### src/rtl/inst_fetch_ctrl.sv
// rtl/inst_fetch_ctrl.sv - PC owner and ROM fetch sequencer with LED byte view.
// Define INST_LED_AUTOSCAN_EN to rotate LED lanes every SCAN_DIV cycles instead of following Sel.
module inst_fetch_ctrl #(
  parameter int ADDR_W   = 8,
  parameter int SCAN_DIV = 16
) (
  input  logic              Clk,
  input  logic              Rst,
  input  logic              Step,
  input  logic              Run,
  input  logic              Jmp_En,
  input  logic [ADDR_W-1:0] Jmp_Addr,
  output logic              Rom_Req,
  output logic [ADDR_W-3:0] Rom_Addr,
  input  logic              Rom_Ack,
  input  logic [31:0]       Rom_Data,
  output logic [31:0]       Inst_Code,
  output logic              Inst_Valid,
  output logic [ADDR_W-1:0] PC,
  output logic              Busy,
  input  logic [1:0]        Sel,
  output logic [1:0]        Lane,
  output logic [7:0]        LED
);

  typedef enum logic [1:0] {IDLE, REQ, DONE} state_t;

  state_t            state;
  logic              step_pend;
  logic              jmp_pend;
  logic [ADDR_W-1:0] jmp_tgt;
  logic [ADDR_W-1:0] jmp_word;

  assign jmp_word = {Jmp_Addr[ADDR_W-1:2], 2'b00};
  assign Rom_Addr = PC[ADDR_W-1:2];

  // PC only moves outside REQ, so Rom_Addr is stable for the whole request.
  always_ff @(posedge Clk or negedge Rst) begin
    if (!Rst) begin
      state      <= IDLE;
      PC         <= '0;
      Inst_Code  <= '0;
      Inst_Valid <= 1'b0;
      Rom_Req    <= 1'b0;
      Busy       <= 1'b0;
      step_pend  <= 1'b0;
      jmp_pend   <= 1'b0;
      jmp_tgt    <= '0;
    end else begin
      Inst_Valid <= 1'b0;
      case (state)
        IDLE: begin
          if (Jmp_En) begin
            PC <= jmp_word;
          end else if (Step || Run) begin
            state   <= REQ;
            Rom_Req <= 1'b1;
            Busy    <= 1'b1;
          end
        end
        REQ: begin
          if (Step) step_pend <= 1'b1;
          if (Rom_Ack) begin
            state      <= DONE;
            Rom_Req    <= 1'b0;
            Inst_Code  <= Rom_Data;
            Inst_Valid <= 1'b1;
            jmp_pend   <= 1'b0;
            if (Jmp_En)        PC <= jmp_word;
            else if (jmp_pend) PC <= jmp_tgt;
            else               PC <= PC + ADDR_W'(4);
          end else if (Jmp_En) begin
            jmp_pend <= 1'b1;
            jmp_tgt  <= jmp_word;
          end
        end
        DONE: begin
          step_pend <= 1'b0;
          if (Run || step_pend || Step) begin
            state   <= REQ;
            Rom_Req <= 1'b1;
            if (Jmp_En) begin
              jmp_pend <= 1'b1;
              jmp_tgt  <= jmp_word;
            end
          end else begin
            state <= IDLE;
            Busy  <= 1'b0;
            if (Jmp_En) PC <= jmp_word;
          end
        end
        default: state <= IDLE;
      endcase
    end
  end

`ifdef INST_LED_AUTOSCAN_EN
  localparam int DIV_W = (SCAN_DIV > 2) ? $clog2(SCAN_DIV) : 1;
  logic [DIV_W-1:0] div_cnt;

  always_ff @(posedge Clk or negedge Rst) begin
    if (!Rst) begin
      div_cnt <= '0;
      Lane    <= 2'd0;
    end else if (div_cnt == DIV_W'(SCAN_DIV - 1)) begin
      div_cnt <= '0;
      Lane    <= Lane + 2'd1;
    end else begin
      div_cnt <= div_cnt + DIV_W'(1);
    end
  end
`else
  always_ff @(posedge Clk or negedge Rst) begin
    if (!Rst) Lane <= 2'd0;
    else      Lane <= Sel;
  end
`endif

  always_ff @(posedge Clk or negedge Rst) begin
    if (!Rst) LED <= 8'h00;
    else      LED <= Inst_Code[8*Lane +: 8];
  end

endmodule

### config.mk
export PLATFORM = sky130hd
export DESIGN_NAME = inst_fetch_ctrl
export DESIGN_NICKNAME = d
export VERILOG_FILES = /design/src/rtl/inst_fetch_ctrl.sv
export SDC_FILE = /design/constraint.sdc
export NUM_CORES = 1
export LEC_CHECK = 0
export BUFFER_PORTS_ARGS = -buffer_cell sky130_fd_sc_hd__buf_2
export CAP_MARGIN = 20
export CELL_PAD_IN_SITES_DETAIL_PLACEMENT = 0
export CELL_PAD_IN_SITES_GLOBAL_PLACEMENT = 1
export CORE_ASPECT_RATIO = 1.25
export CORE_MARGIN = 3
export CORE_UTILIZATION = 39
export CTS_CLUSTER_DIAMETER = 100
export DETAILED_ROUTE_END_ITERATION = 16
export PLACE_DENSITY = 0.89
export SETUP_SLACK_MARGIN = 0.05
export SYNTH_ARGS = -nofsm -noshare
export SYNTH_HDL_FRONTEND = slang
export SYNTH_SLANG_ARGS = --single-unit
### constraint.sdc
create_clock -name Clk -period 3.2 [get_ports Clk]
set_input_delay 0.64 -clock Clk [delete_from_list [all_inputs] [get_ports Clk]]
set_output_delay 0.64 -clock Clk [all_outputs]
set_load 0.01 [all_outputs]
# After elaboration in Yosys (flattened, before gate mapping)
# Index checks and enable logic that the tools add are counted.
dict set report word_totals {
  ff_bits 65
  elab_cells 67
  output_inout_bits 59
}
dict set report classes {
  n_reduce_logical 15
  n_shift 1
  eq_ne 9
  n_mux 30
  n_addsub 1
}
# op count
set ops {}
lappend ops {{8-bit 2-to-1 mux} 8}
lappend ops {{32-bit by 6-bit variable part select with 8-bit output} 1}
lappend ops {{8-bit case mux with 3 select lines} 1}
lappend ops {{8-bit case mux with 2 select lines} 1}
lappend ops {{2-bit != test (second input constant)} 7}
lappend ops {{1-bit 2-to-1 mux} 12}
lappend ops {{3-bit AND reduction} 3}
lappend ops {{8-bit by 3-bit adder with 8-bit output (second input constant)} 1}
lappend ops {{2-bit 2-to-1 mux} 3}
lappend ops {{1-bit case mux with 2 select lines} 3}
lappend ops {{2-bit case mux with 3 select lines} 1}
lappend ops {{2-bit AND reduction} 3}
lappend ops {{5-bit AND reduction} 1}
lappend ops {{4-bit AND reduction} 1}
lappend ops {{2-bit nonzero test} 2}
lappend ops {{1-bit logical OR} 3}
lappend ops {{1-bit case mux with 3 select lines} 1}
lappend ops {{3-bit nonzero test} 1}
lappend ops {{2-bit by 1-bit equality test with 1-bit output (second input constant)} 1}
lappend ops {{2-bit equality test (second input constant)} 1}
lappend ops {{2-bit zero test} 1}

# Depth between registers and ports, before layout
dict set report logic_depth {
  ltp_word 5
  depth_mapped 6
  ltp_nobuf 5
}

# Worst setup path after synthesis
# OpenSTA, ideal clock, no wires.
dict set report synth_timing {
  path_kind {input to register}
  startpoint {input port Run}
  endpoint {register jmp_tgt[2]}
  arrival_ps 1479
  path_stages 4
  n_path_buf 0
  path_slack_ps 1596
  t_required_ps 3075
  path_cell_list {o31ai_4 > o22ai_2 > nand2_4 > mux2_4}
}
dict set report synth_via {
  elab_chain_len 4
}
# item line
set synth_lines {}
lappend synth_lines {{start: declaration} 10} ;# input logic Run,
lappend synth_lines {{1-bit logical OR (2 in series)} 79} ;# if (Run || step_pend || Step) begin
lappend synth_lines {{2-bit != test (no line)} -}
lappend synth_lines {{3-bit AND reduction (no line)} -}
lappend synth_lines {{end signal: assignment} 74} ;# jmp_tgt <= jmp_word;
lappend synth_lines {{end signal: assignment} 84} ;# jmp_tgt <= jmp_word;
lappend synth_lines {{end: declaration} 31} ;# logic [ADDR_W-1:0] jmp_tgt;
# Every way passes these cells.
# A chain may end at the register's enable or synchronous reset.

# Worst setup path after layout
dict set report layout_timing {
  startpoint {register state[0]}
  endpoint {register PC[3]}
}
dict set report layout_via {
  elab_chain_len 3
  word_cells_on_any_way 8
}
# item line
set layout_lines {}
lappend layout_lines {{start: declaration} 28} ;# state_t state;
lappend layout_lines {{start signal: assignment} 40} ;# state <= IDLE;
lappend layout_lines {{start signal: assignment} 56} ;# state <= REQ;
lappend layout_lines {{start signal: assignment} 64} ;# state <= DONE;
lappend layout_lines {{2-bit equality test, or another cell as far along} 51} ;# case (state)
lappend layout_lines {{2-bit != test (no line) / 3-bit nonzero test (equally long branches)} -}
lappend layout_lines {{3-bit AND reduction (no line)} -}
lappend layout_lines {{end signal: assignment} 54} ;# PC <= jmp_word;
lappend layout_lines {{end signal: assignment} 69} ;# if (Jmp_En) PC <= jmp_word;
lappend layout_lines {{end signal: assignment} 70} ;# else if (jmp_pend) PC <= jmp_tgt;
lappend layout_lines {{end: declaration} 19} ;# output logic [ADDR_W-1:0] PC,
# Parallel ways exist; a longest one is shown, timed or not.

==> qor.csv <==
stage;metric;value;unit
run_status;run status;complete, no violations;
synth;Synth Instances;255;
power_and_ir_drop;Power, Total;3.54;mW
clock_tree;CTS Hold Bufs;0;
floorplan;area of the core;6650;um2
setup_path;Worst Reg-to-Reg Cells;4;
clock_tree;CTS root buffer;clkbuf_8;
detailed_routing;DR WL/cell;14.4;um
detailed_routing;vias per cell;4.83;
sta;Slew HR;61.1;%
clock_tree;Clock Latency Late Sink;330;ps
floorplan;die area;8020;um2
setup_path;CP arrival;2250;ps
grt;initial antenna violation count;0;
sta;Tcrit/Tclk final;62.3;%
clock_tree;H-tree lvl count;3;
clock_tree;CTS tree;built;
floorplan;I/O Pins;107;
grt;vias in the first global route;2213;
detailed_routing;Pre-Repair DR Iteration Count;4;
detailed_routing;post-route antenna net violation count;0;
setup_path;Worst EP required;3450;ps
synth;Syn. warnings;0;
cells_and_area;final net count;401;
placement;Placer Congestion;0.758;
cells_and_area;area grow syn2layout;27.3;%
synth;top cells by count, synth;nand2_1 (104), dfrtp_1 (61), buf_4 (9);
sta;worst path setup slack after routing;1210;ps
clock_tree;Sink Count;61;
synth;Yosys cell types;38;
synth;most frequent cell after synthesis;nand2_1;
synth;synth top area cells;dfrtp_1 (56%), nand2_1 (14%), mux4_2 (6.6%);
synth;Seq/Total Area, Yosys;56.1;%
setup_path;Crit path largest cell delay;600;ps
cells_and_area;share of cells above drive strength 1;39.5;%
placement;Post-DP HPWL;4.55;mm
grt;total gr overflow;0;
setup_path;Reg-to-Reg End;PC[3];
floorplan;Initial Utilization;40.9;%
sta;setup TNS;0;ps
synth;Mapped Area;2720;um2
synth;Yosys top cell by area;dfrtp_1;
power_and_ir_drop;Lkg Pwr;1.84;nW
detailed_routing;initial DRC count;49;
floorplan;Die X;80.7;um
setup_path;startpoint types;flop;
power_and_ir_drop;VDD IR max;434;uV
clock_tree;# Post-CTS Setup Buffers;0;
synth;top-area cell type share of the netlist area;56.1;%
sta;pins over their slew limit;0;
detailed_routing;via count;2146;
setup_path;reg2reg start;state[0];
synth;async set-reset flop share out of synthesis;100;%
clock_tree;post-CTS sizing;0;
sta;final setup skew;6.71;ps
grt;first-pass GRT wire length;10.6;mm
cells_and_area;ANT cells;0;
synth;Seq cells post-synth;61;
synth;ys flop type;dfrtp_1;
setup_path;Crit Path Category;reg -> reg;
sta;final setup vio count;0;
sta;slew of the pin with the lowest slew margin;583;ps
synth;Syn Area/Cell;10.7;um2
sta;Tmin final;1990;ps
grt;pin count of the biggest net entering global routing;37;
floorplan;Row Count;33;
setup_path;crit end category;flop;
detailed_routing;final WL;6.38;mm
sta;final hold viol count;0;
grt;total track usage;17.4;%
floorplan;Die Ht;99.4;um
setup_path;Crit-path slowest cell;dfrtp_1;
hold_path;HP Class;in -> async;
sta;RSZ-0062 raised after global routing;no;
setup_path;CP top delay family;compound AO/OA/AOI/OAI gates;
setup_path;maximum fanout along the worst path;36;
job;maxcap violations;0;
sta;Fmax;501;MHz
placement;Setup WS pre-CTS;1080;ps
detailed_routing;DRC Markers;0;
setup_path;crit path cell chain;nand3b_4 > a2bb2oi_2 > o211ai_1 > o21ai_1;
placement;Port-buffer cells;102;
synth;Post-synth EDFFs;0;
clock_tree;CTS max path bufs;2;
setup_path;crit path buf inv count;0;
clock_tree;Reg clk slew, reported paths;70;ps
clock_tree;CTS Buf Count;9;
power_and_ir_drop;PwrDens;1020;nW/um2
setup_path;flop-to-flop setup slack;1210;ps
==> routing by layer <==
metal / wire length, um / track usage, % / vias up
met5: 0 / 0 / -
met3: 539 / 5.16 / 9
met1: 2780 / 22.1 / 1030
met2: 2950 / 27.2 / 81
met4: 116 / 8.19 / 0
li1: - / - / 1026
==> state kept, by name, summed over array words and instances (netlist names), 2 cells and up <==
name       count
Inst_Code     32
LED            8
jmp_tgt        6
Lane           2
PC             6
state          2
==> layout make-up <==
type	instances	area (um2)
clock inverter	4	70.1
multi-input combinational	173	1070
clock buffer	12	155
inverter	3	11.3
timing repair buffer	104	526
fill	627	3180
tap	87	109
sequential	61	1530
==> cell families after synthesis <==
kind of cell	count (synthesis)	share of synthesized area, %
flops	61	56.1
xor+xnor	3	0.966
mux	16	10.7
fa+ha+maj	1	0.460
compound gates	27	7.40
other cells	1	0.138
buf+inv	22	4.87
simple gates	124	19.4
==> stage by stage <==
step           area (um2)  hold WS (ps)  utilization (%)  instances
2_1_floorplan        2730           344                -        256
3_3_place_gp         3240           471             48.7        428
3_5_place_dp         3240           474             48.7        428
4_1_cts              3460           312             52.1        444
5_1_grt              3460           334             52.1        444
6_report             3460           307             52.1        444
==> where the power goes <==
group          switching [mW]  internal [mW]  leakage (nW)  total [mW]
Combinational           0.689          0.629         0.989        1.32
Clock                   0.289          0.479         0.116       0.768
Sequential              0.322           1.13         0.739        1.45
==> how the worst max path moves through the flow <==
stage,from,endpoint,cells after the start
after floorplan,Run,jmp_tgt[2],4
after global placement,Rom_Ack,PC[3],5
after detailed placement,Rom_Ack,PC[3],5
after CTS,state[0],PC[3],4
after global routing,state[0],PC[3],4
final,state[0],PC[3],4
==> placed cells by master, fill, tap and decap left out, drive strengths merged, types with 2 or more instances in the layout <==
master     n
mux2i      2
buf      104
o21bai     2
clkinv     2
conb       2
mux4       8
nand3b     2
nand2    105
nor2       6
inv        3
a31oi      3
bufinv     2
xnor2      3
a2bb2oi    2
dfrtp     61
mux2       6
a21oi      6
nand2b     5
clkbuf    12
o21ai      5
o211ai     3
nand3      3
Power figures use the tool's default switching activity.
